<file path="src/rtl/pma_lookup_arbiter.sv">
// pma_lookup_arbiter: round-robin shared PMA lookup engine that scans the non-idempotent,
// execute and cached rule tables one rule per cycle through a single range comparator.
`default_nettype none

module pma_lookup_arbiter #(
  parameter int unsigned       NrReq                 = 3,
  // Rule tables hold up to 16 entries each; only the first Nr*Rules entries are used.
  parameter int unsigned       NrNonIdempotentRules  = 0,
  parameter logic [15:0][63:0] NonIdempotentAddrBase = '0,
  parameter logic [15:0][63:0] NonIdempotentLength   = '0,
  parameter int unsigned       NrExecuteRegionRules  = 0,
  parameter logic [15:0][63:0] ExecuteRegionAddrBase = '0,
  parameter logic [15:0][63:0] ExecuteRegionLength   = '0,
  parameter int unsigned       NrCachedRegionRules   = 0,
  parameter logic [15:0][63:0] CachedRegionAddrBase  = '0,
  parameter logic [15:0][63:0] CachedRegionLength    = '0
) (
  input  logic                   clk_i,
  input  logic                   rst_ni,
  input  logic [NrReq-1:0]       req_valid_i,
  output logic [NrReq-1:0]       req_ready_o,
  input  logic [NrReq-1:0][63:0] req_addr_i,
  output logic [NrReq-1:0]       resp_valid_o,
  input  logic [NrReq-1:0]       resp_ready_i,
  output logic                   resp_nonidem_o,
  output logic                   resp_exec_o,
  output logic                   resp_cached_o,
  output logic                   busy_o
);

  localparam int unsigned     IdxW     = (NrReq > 1) ? $clog2(NrReq) : 1;
  localparam logic [IdxW-1:0] LastInit = IdxW'(NrReq - 1);
  localparam bit              HasNi    = (NrNonIdempotentRules != 0);
  localparam bit              HasEx    = (NrExecuteRegionRules != 0);
  localparam bit              HasCa    = (NrCachedRegionRules != 0);

  typedef enum logic [2:0] {IDLE, SCAN_NI, SCAN_EX, SCAN_CA, RESP} state_e;

  state_e          state_q, state_d;
  logic [IdxW-1:0] last_q, last_d, winner_q, winner_d;
  logic [63:0]     addr_q, addr_d;
  logic [3:0]      k_q, k_d;
  logic            ni_q, ni_d, ex_q, ex_d, ca_q, ca_d;

  logic            grant_found;
  logic [IdxW-1:0] grant_idx;
  int unsigned     arb_cand;
  logic [63:0]     base_k, len_k;
  logic [3:0]      last_k;
  logic            hit;

  // Next table to visit after the given one; empty tables are skipped entirely.
  function automatic state_e next_table(input state_e s);
    state_e n;
    n = RESP;
    if (s == IDLE && HasNi) n = SCAN_NI;
    else if ((s == IDLE || s == SCAN_NI) && HasEx) n = SCAN_EX;
    else if (s != SCAN_CA && HasCa) n = SCAN_CA;
    return n;
  endfunction

  always_comb begin
    grant_found = 1'b0;
    grant_idx   = '0;
    arb_cand    = 0;
    for (int unsigned i = 0; i < NrReq; i++) begin
      arb_cand = (32'(last_q) + 32'd1 + i) % NrReq;
      if (!grant_found && req_valid_i[IdxW'(arb_cand)]) begin
        grant_found = 1'b1;
        grant_idx   = IdxW'(arb_cand);
      end
    end
  end

  always_comb begin
    base_k = '0;
    len_k  = '0;
    last_k = '0;
    case (state_q)
      SCAN_NI: begin
        base_k = NonIdempotentAddrBase[k_q];
        len_k  = NonIdempotentLength[k_q];
        last_k = 4'(NrNonIdempotentRules - 1);
      end
      SCAN_EX: begin
        base_k = ExecuteRegionAddrBase[k_q];
        len_k  = ExecuteRegionLength[k_q];
        last_k = 4'(NrExecuteRegionRules - 1);
      end
      SCAN_CA: begin
        base_k = CachedRegionAddrBase[k_q];
        len_k  = CachedRegionLength[k_q];
        last_k = 4'(NrCachedRegionRules - 1);
      end
      default: ;
    endcase
  end

  // 65-bit end address so regions reaching the top of the address space do not wrap.
  assign hit = (addr_q >= base_k) && ({1'b0, addr_q} < ({1'b0, base_k} + {1'b0, len_k}));

  always_comb begin
    state_d      = state_q;
    last_d       = last_q;
    winner_d     = winner_q;
    addr_d       = addr_q;
    k_d          = k_q;
    ni_d         = ni_q;
    ex_d         = ex_q;
    ca_d         = ca_q;
    req_ready_o  = '0;
    resp_valid_o = '0;
    case (state_q)
      IDLE: begin
        if (grant_found && rst_ni) begin
          req_ready_o[grant_idx] = 1'b1;
          addr_d   = req_addr_i[grant_idx];
          winner_d = grant_idx;
          last_d   = grant_idx;
          ni_d     = 1'b0;
          ex_d     = 1'b0;
          ca_d     = 1'b0;
          k_d      = '0;
          state_d  = next_table(IDLE);
        end
      end
      SCAN_NI, SCAN_EX, SCAN_CA: begin
        if (hit || k_q == last_k) begin
          k_d     = '0;
          state_d = next_table(state_q);
          case (state_q)
            SCAN_NI: ni_d = hit;
            SCAN_EX: ex_d = hit;
            default: ca_d = hit;
          endcase
        end else begin
          k_d = k_q + 4'd1;
        end
      end
      RESP: begin
        resp_valid_o[winner_q] = 1'b1;
        if (resp_ready_i[winner_q]) state_d = IDLE;
      end
      default: state_d = IDLE;
    endcase
  end

  assign busy_o         = (state_q != IDLE);
  assign resp_nonidem_o = (state_q == RESP) && ni_q;
  assign resp_exec_o    = (state_q == RESP) && ex_q;
  assign resp_cached_o  = (state_q == RESP) && ca_q;

  always_ff @(posedge clk_i) begin
    if (!rst_ni) begin
      state_q  <= IDLE;
      last_q   <= LastInit;
      winner_q <= '0;
      addr_q   <= '0;
      k_q      <= '0;
      ni_q     <= 1'b0;
      ex_q     <= 1'b0;
      ca_q     <= 1'b0;
    end else begin
      state_q  <= state_d;
      last_q   <= last_d;
      winner_q <= winner_d;
      addr_q   <= addr_d;
      k_q      <= k_d;
      ni_q     <= ni_d;
      ex_q     <= ex_d;
      ca_q     <= ca_d;
    end
  end

endmodule

`default_nettype wire

</file>
<file path="config.mk">
export PLATFORM = sky130hd
export DESIGN_NAME = pma_lookup_arbiter
export DESIGN_NICKNAME = d
export VERILOG_FILES = /design/src/rtl/pma_lookup_arbiter.sv
export SDC_FILE = /design/constraint.sdc
export NUM_CORES = 1
export LEC_CHECK = 0
export ABC_AREA = 1
export BUFFER_PORTS_ARGS = -buffer_cell sky130_fd_sc_hd__buf_2
export CORE_AREA = 2 2 82 84
export CTS_CLUSTER_DIAMETER = 200
export CTS_CLUSTER_SIZE = 20
export DETAILED_ROUTE_END_ITERATION = 7
export DIE_AREA = 0 0 84 86
export GPL_ROUTABILITY_DRIVEN = 0
export HOLD_SLACK_MARGIN = 0.06
export PLACE_DENSITY = 0.49
export SLEW_MARGIN = 40
export SYNTH_ARGS = -nofsm -noshare
export SYNTH_HDL_FRONTEND = slang
export SYNTH_SLANG_ARGS = --single-unit
</file>
<file path="constraint.sdc">
create_clock -name clk_i -period 4.6 [get_ports clk_i]
set_clock_uncertainty 0.15 [all_clocks]
set_input_delay 0.69 -clock clk_i [delete_from_list [all_inputs] [get_ports clk_i]]
set_output_delay 0.69 -clock clk_i [all_outputs]
set_load 0.01 [all_outputs]
</file>
# Yosys cells after proc, flatten, opt, wreduce, memory -nomap -nowiden

Memory sizes are Yosys's and may differ from the RTL's. A register that Yosys moved wholly into a read port is not among the register bits.
Index checks and enable logic that the tools add are counted.

Word-level logic and storage cells: 106
Input port bits: 200
Output and inout bits: 10
Memories: 1
Bits in registers: 78
Memory bits (read-only): 1024

Memories:

| memory          | words | bits a word | read ports | clocked after memory_dff | wr ports | line | source |
|---|---|---|---|---|---|---|---|
| (no name shown) | 16    | 64          | 1          | 1                        | 0        | 92   | `len_k = CachedRegionLength[k_q];` |

Equality and inequality tests: 11
Reductions and logical operators: 23
Magnitude comparators: 10
Divide/modulo/power cells: 3
Multiplexer cells: 45
Add/subtract/negate cells: 5

Operator list:

| kind                                                                         | number |
|---|---|
| 64-bit two-way mux                                                           | 3 |
| 64-bit binary-select mux with 2-bit select                                   | 1 |
| 32-bit by 2-bit remainder unit with 32-bit output, second input constant     | 3 |
| 64-bit by 64-bit adder with 65-bit output                                    | 1 |
| 64-bit by 65-bit less-than comparator with 1-bit output                      | 1 |
| 64-bit greater-or-equal comparator                                           | 1 |
| 32-bit by 1-bit adder with 32-bit output, second input constant              | 1 |
| 4-bit two-way mux                                                            | 5 |
| 3-bit two-way mux                                                            | 6 |
| 1-bit two-way mux                                                            | 16 |
| 2-bit by 3-bit less-than comparator with 1-bit output, second input constant | 5 |
| 4-bit AND reduction                                                          | 3 |
| 1-bit logical AND                                                            | 9 |
| 3-bit case mux with 3 select lines                                           | 1 |
| 1-bit binary-select mux with 2-bit select                                    | 4 |
| 4-bit case mux with 2 select lines                                           | 1 |
| 3-bit by 2-bit == test with 1-bit output, second input constant              | 2 |
| 2-bit two-way mux                                                            | 3 |
| 2-bit by 1-bit != test with 1-bit output, second input constant              | 3 |
| 2-bit != test, second input constant                                         | 3 |
| 1-bit case mux with 2 select lines                                           | 3 |
| 4-bit by 5-bit less-than comparator with 1-bit output, second input constant | 1 |
| 3-bit by 2-bit adder with 4-bit output, second input constant                | 1 |
| 4-bit by 1-bit adder with 4-bit output, second input constant                | 1 |
| 15 further kinds                                                             | 19 |

# Depth between registers and ports, before layout

Word-level depth: 17
Mapped depth: 12
Gate-level depth less buffers: 12

# Worst setup path before layout

OpenSTA, ideal clock, no wires.

Kind: register to output
Start: reg last_q[0]
End: out req_ready_o[0]
Buffers on the path: 0
Arrival: 1.630 ns
Data required time: 3.760 ns
Cell stages (with the launch flop): 10
Setup slack: 2.130 ns
Path through: dfxtp_1 > inv_1 > ha_1 > o21ai_0 > nand2_2 > nand3_4 > nand2_4 > inv_1 > nand2_1 > nor2_1

Word-level cells in the longest chain between the ends: 17
Elaborated cells between the ends (all ways): 30
Classes of those cells: add/sub (3); div (3); order compare (2); mux (16); reduce/logical (6)

Ends and longest elaborated chain:

| element                                                                           | line | source |
|---|---|---|
| start: declaration                                                                | 40   | `logic [IdxW-1:0] last_q, last_d, winner_q, winner_d;` |
| start signal: assignment                                                          | 156  | `last_q <= LastInit;` |
| start signal: assignment                                                          | 165  | `last_q <= last_d;` |
| 2-bit by 1-bit adder with 3-bit output *                                          | 67   | `arb_cand = (32'(last_q) + 32'd1 + i) % NrReq;` |
| branches (longest 14 deep; another with 32-bit by 1-bit adder with 32-bit output) | n/a  |  |
| 3-bit two-way mux *                                                               | 115  | `if (grant_found && rst_ni) begin` |
| 3-bit two-way mux *                                                               | 113  | `case (state_q)` |
| end: declaration                                                                  | 21   | `output logic [NrReq-1:0] req_ready_o,` |

Mark *: on every way between the ends. The select of a mux whose other input is x is not followed.

# Final worst setup path

Same ends and word-level chain as after synthesis.

==> metrics.txt <==
Setup WS post-layout=1.59 ns; wire length on met2=591 um; antenna fix cells=0; data arrival time of the critical path=2.17 ns; yosys synthesis warning count=0; antenna violation net count after detailed routing=0; detail-routed net length per standard cell=7.12 um; crit-path most repeated cell=nand2_1; Longest Clk Path Bufs=2; worst-case vdd ir drop=0.000246 V; buffers inserted by post-CTS timing repair=0; gr ovfl total=0; core occupancy in the finished layout=11.2%; wire length on met3=83 um; clock-pin slew on the worst setup and hold paths=0.03 ns; ordered cell list for the critical path=inv_1, ha_1, inv_2, nand2_1, nand3_1, nand2_2, a21boi_1, nand2_1, nor2_1, buf_2; critical path type=reg2out; most area-hungry cell type in the Yosys netlist=dfxtp_1; count of distinct cell types in the synthesized netlist=19; die boundary width=84 um; number of levels in the clock H-tree=1; unrepaired setup endpoints after global routing=false; cts bufs inserted=3; sequential element share of the synthesized area=15.6%; die area=7220 um^2; netlist area before placement=512 um^2; proportion of layout cells with a drive suffix above 1=24.5%; area after detailed placement=663 um^2; routed length on met1=599 um; number of placed I/O pins=210; violation count after the first detailed-route iteration=14; Setup Slack @ Placement=1.79 ns; GRT Util Overall=4.03%; number of global-route vias before repair=594; kind of launch point of the worst setup path=flip-flop; required time of the critical path=3.76 ns; number of antenna violations at the first check in global routing=0; clock period minus final worst setup slack=3.01 ns; Max Slew Vio Count=0; Fmax achieved=0.333 GHz; synthesized-area fraction occupied by and/or/nand/nor cells=48.2%; # resized after CTS=0; Net Sw Frac=52.7%; fraction of post-synthesis cell area in the top cell type by area=15.6%; filler instances=739; FP Rows=29; Die Ht=86 um; share of synthesized area spent on multiplexers=0%; maximum capacitance violations=0; share of the synthesized netlist area taken by xor and xnor gates=0%; drt pass-1 iters=4; Leak=0.360 nW; adder-cell share of the synthesized area=7.33%; clock tree from TritonCTS=yes; CTS root buffer=clkbuf_8; top cells by area, synth=dfxtp_1 (16%), nand2_1 (15%), nand3_1 (8.8%), inv_1 (8.8%), ha_1 (7.3%); Port-buffer cells=14; combinational fraction of design power=69.7%; Compound-Gate Fraction of Synth Area=13.4%; top metal layer carrying routed signals=met3; floorplan core area=6280 um^2; Vias per Instance=3.16; proportion of power drawn by the clock network=15.2%; first-pass GRT wire length=2.45 mm; ratio of final minimum period to clock period=65.4%; maximum number of pins on one net before global-route repair=8; WL final=1.27 mm; number of storage elements in the synthesis netlist=4; crit end category=primary output; main combinational cell family by area after synthesis=simple AND/OR/NAND/NOR gates; final setup TNS=0 ns; Net Switching=0.249 mW; path type of the worst min-delay path=reg2reg; largest fanout of any net on the critical path=7; hold bufs inserted after CTS=0; total vias in the final route=565; number of sinks driven by the clock tree=4; final layout net count=307; DRC violations left=0; number of instances in the synthesized netlist=86; cell type of the slowest stage on the worst timing path=dfxtp_1; placed wire-length estimate=1.10 mm; area of all placed cells without fillers=704 um^2; register share of total power=15.1%; Initial Util=8.15%; internal power=0.224 mW; count of final hold-check violations=0; biggest cell delay along the critical path=0.45 ns; Area Overhead vs Synth=37.7%; Synth Area per Inst=5.95 um^2; PD cells=672 nW/um^2; status=finished, final reports clean; Final setup viols=0; clock network latency to the later pin of the worst-skew pair=0.21 ns
## path summary, 6_finish.rpt
path / from / endpoint / slack (ns) / cells after the start
min: state_q[2] / state_q[2] / 0.38 / 2
max: last_q[0] / req_ready_o[0] / 1.59 / 10
max reg2reg: last_q[0] / last_q[0] / 2.48 / 10
min reg2reg: state_q[2] / state_q[2] / 0.38 / 2
## metrics by stage
stage	hold slack, ns	power (mW)	instances
finish	0.380	0.474	179
detailed placement	0.373	0.406	176
global route	0.419	0.536	179
floorplan	0.386	0.330	88
global placement	0.379	0.407	176
CTS	0.385	0.482	179
## area by class of cell
type	count	area, um^2	share of cell area [%]
flip-flops and latches	4	80.1	11.4
repair buffers	14	70.1	9.95
well taps	77	96.3	13.7
inverters	14	52.6	7.46
multi-input cells	67	364	51.7
clock buffers	3	41.3	5.86
## Yosys cell counts
master,instances
buf_4,3
dfxtp_1,4
nand4_1,4
nand3_4,1
nand2_2,3
inv_2,2
a21boi_0,1
nor3_1,4
nand2_4,1
nand3_1,9
conb_1,1
ha_1,3
nor2_1,9
o21ai_0,4
nand2_1,20
inv_1,12
a21boi_1,2
a21oi_1,2
a21oi_4,1
## worst max-delay path, delay by kind of cell, from the launching register on
family	cells	cell delay [ns]
compound gates	1	0.22
buf+inv	3	0.40
simple gates	5	0.48
flops	1	0.45
fa+ha+maj	1	0.39
## layer usage
metal,up-vias,GRT usage [%]
li1,304,-
met5,-,0
met1,243,4.88
met4,0,1.76
met3,0,0.577
met2,18,7.13
## power by group through the flow
stage,Sequential [mW],Combinational [mW],Clock [mW]
after global routing,0.0755,0.383,0.0774
final,0.0715,0.330,0.0721
after CTS,0.0718,0.335,0.0757
after floorplan,0.0691,0.260,0
after global placement,0.0722,0.334,0
after detailed placement,0.0728,0.333,0
## sequential cells by signal (all words and copies together), names as in the netlist
register,cells
state_q,1
last_q,2
winner_q,1
## kinds of logic after synthesis
family | count (synthesis)
other | 1
buffers and inverters | 17
AO/OA/AOI/OAI | 10
AND/OR/NAND/NOR | 51
adder cells (fa/ha/maj) | 3
flip-flops | 4
## layout by cell type (no fill, tap or decap), drive strengths merged
cell type / Yosys / layout
o21ai: 4 / 4
a21oi: 3 / 3
nand3: 10 / 10
clkbuf: 0 / 3
conb: 1 / 3
inv: 14 / 14
a21boi: 3 / 3
dfxtp: 4 / 4
nor3: 4 / 4
nand4: 4 / 4
buf: 3 / 14
nor2: 9 / 9
ha: 3 / 3
nand2: 24 / 24
Power figures use the tool's default switching activity.
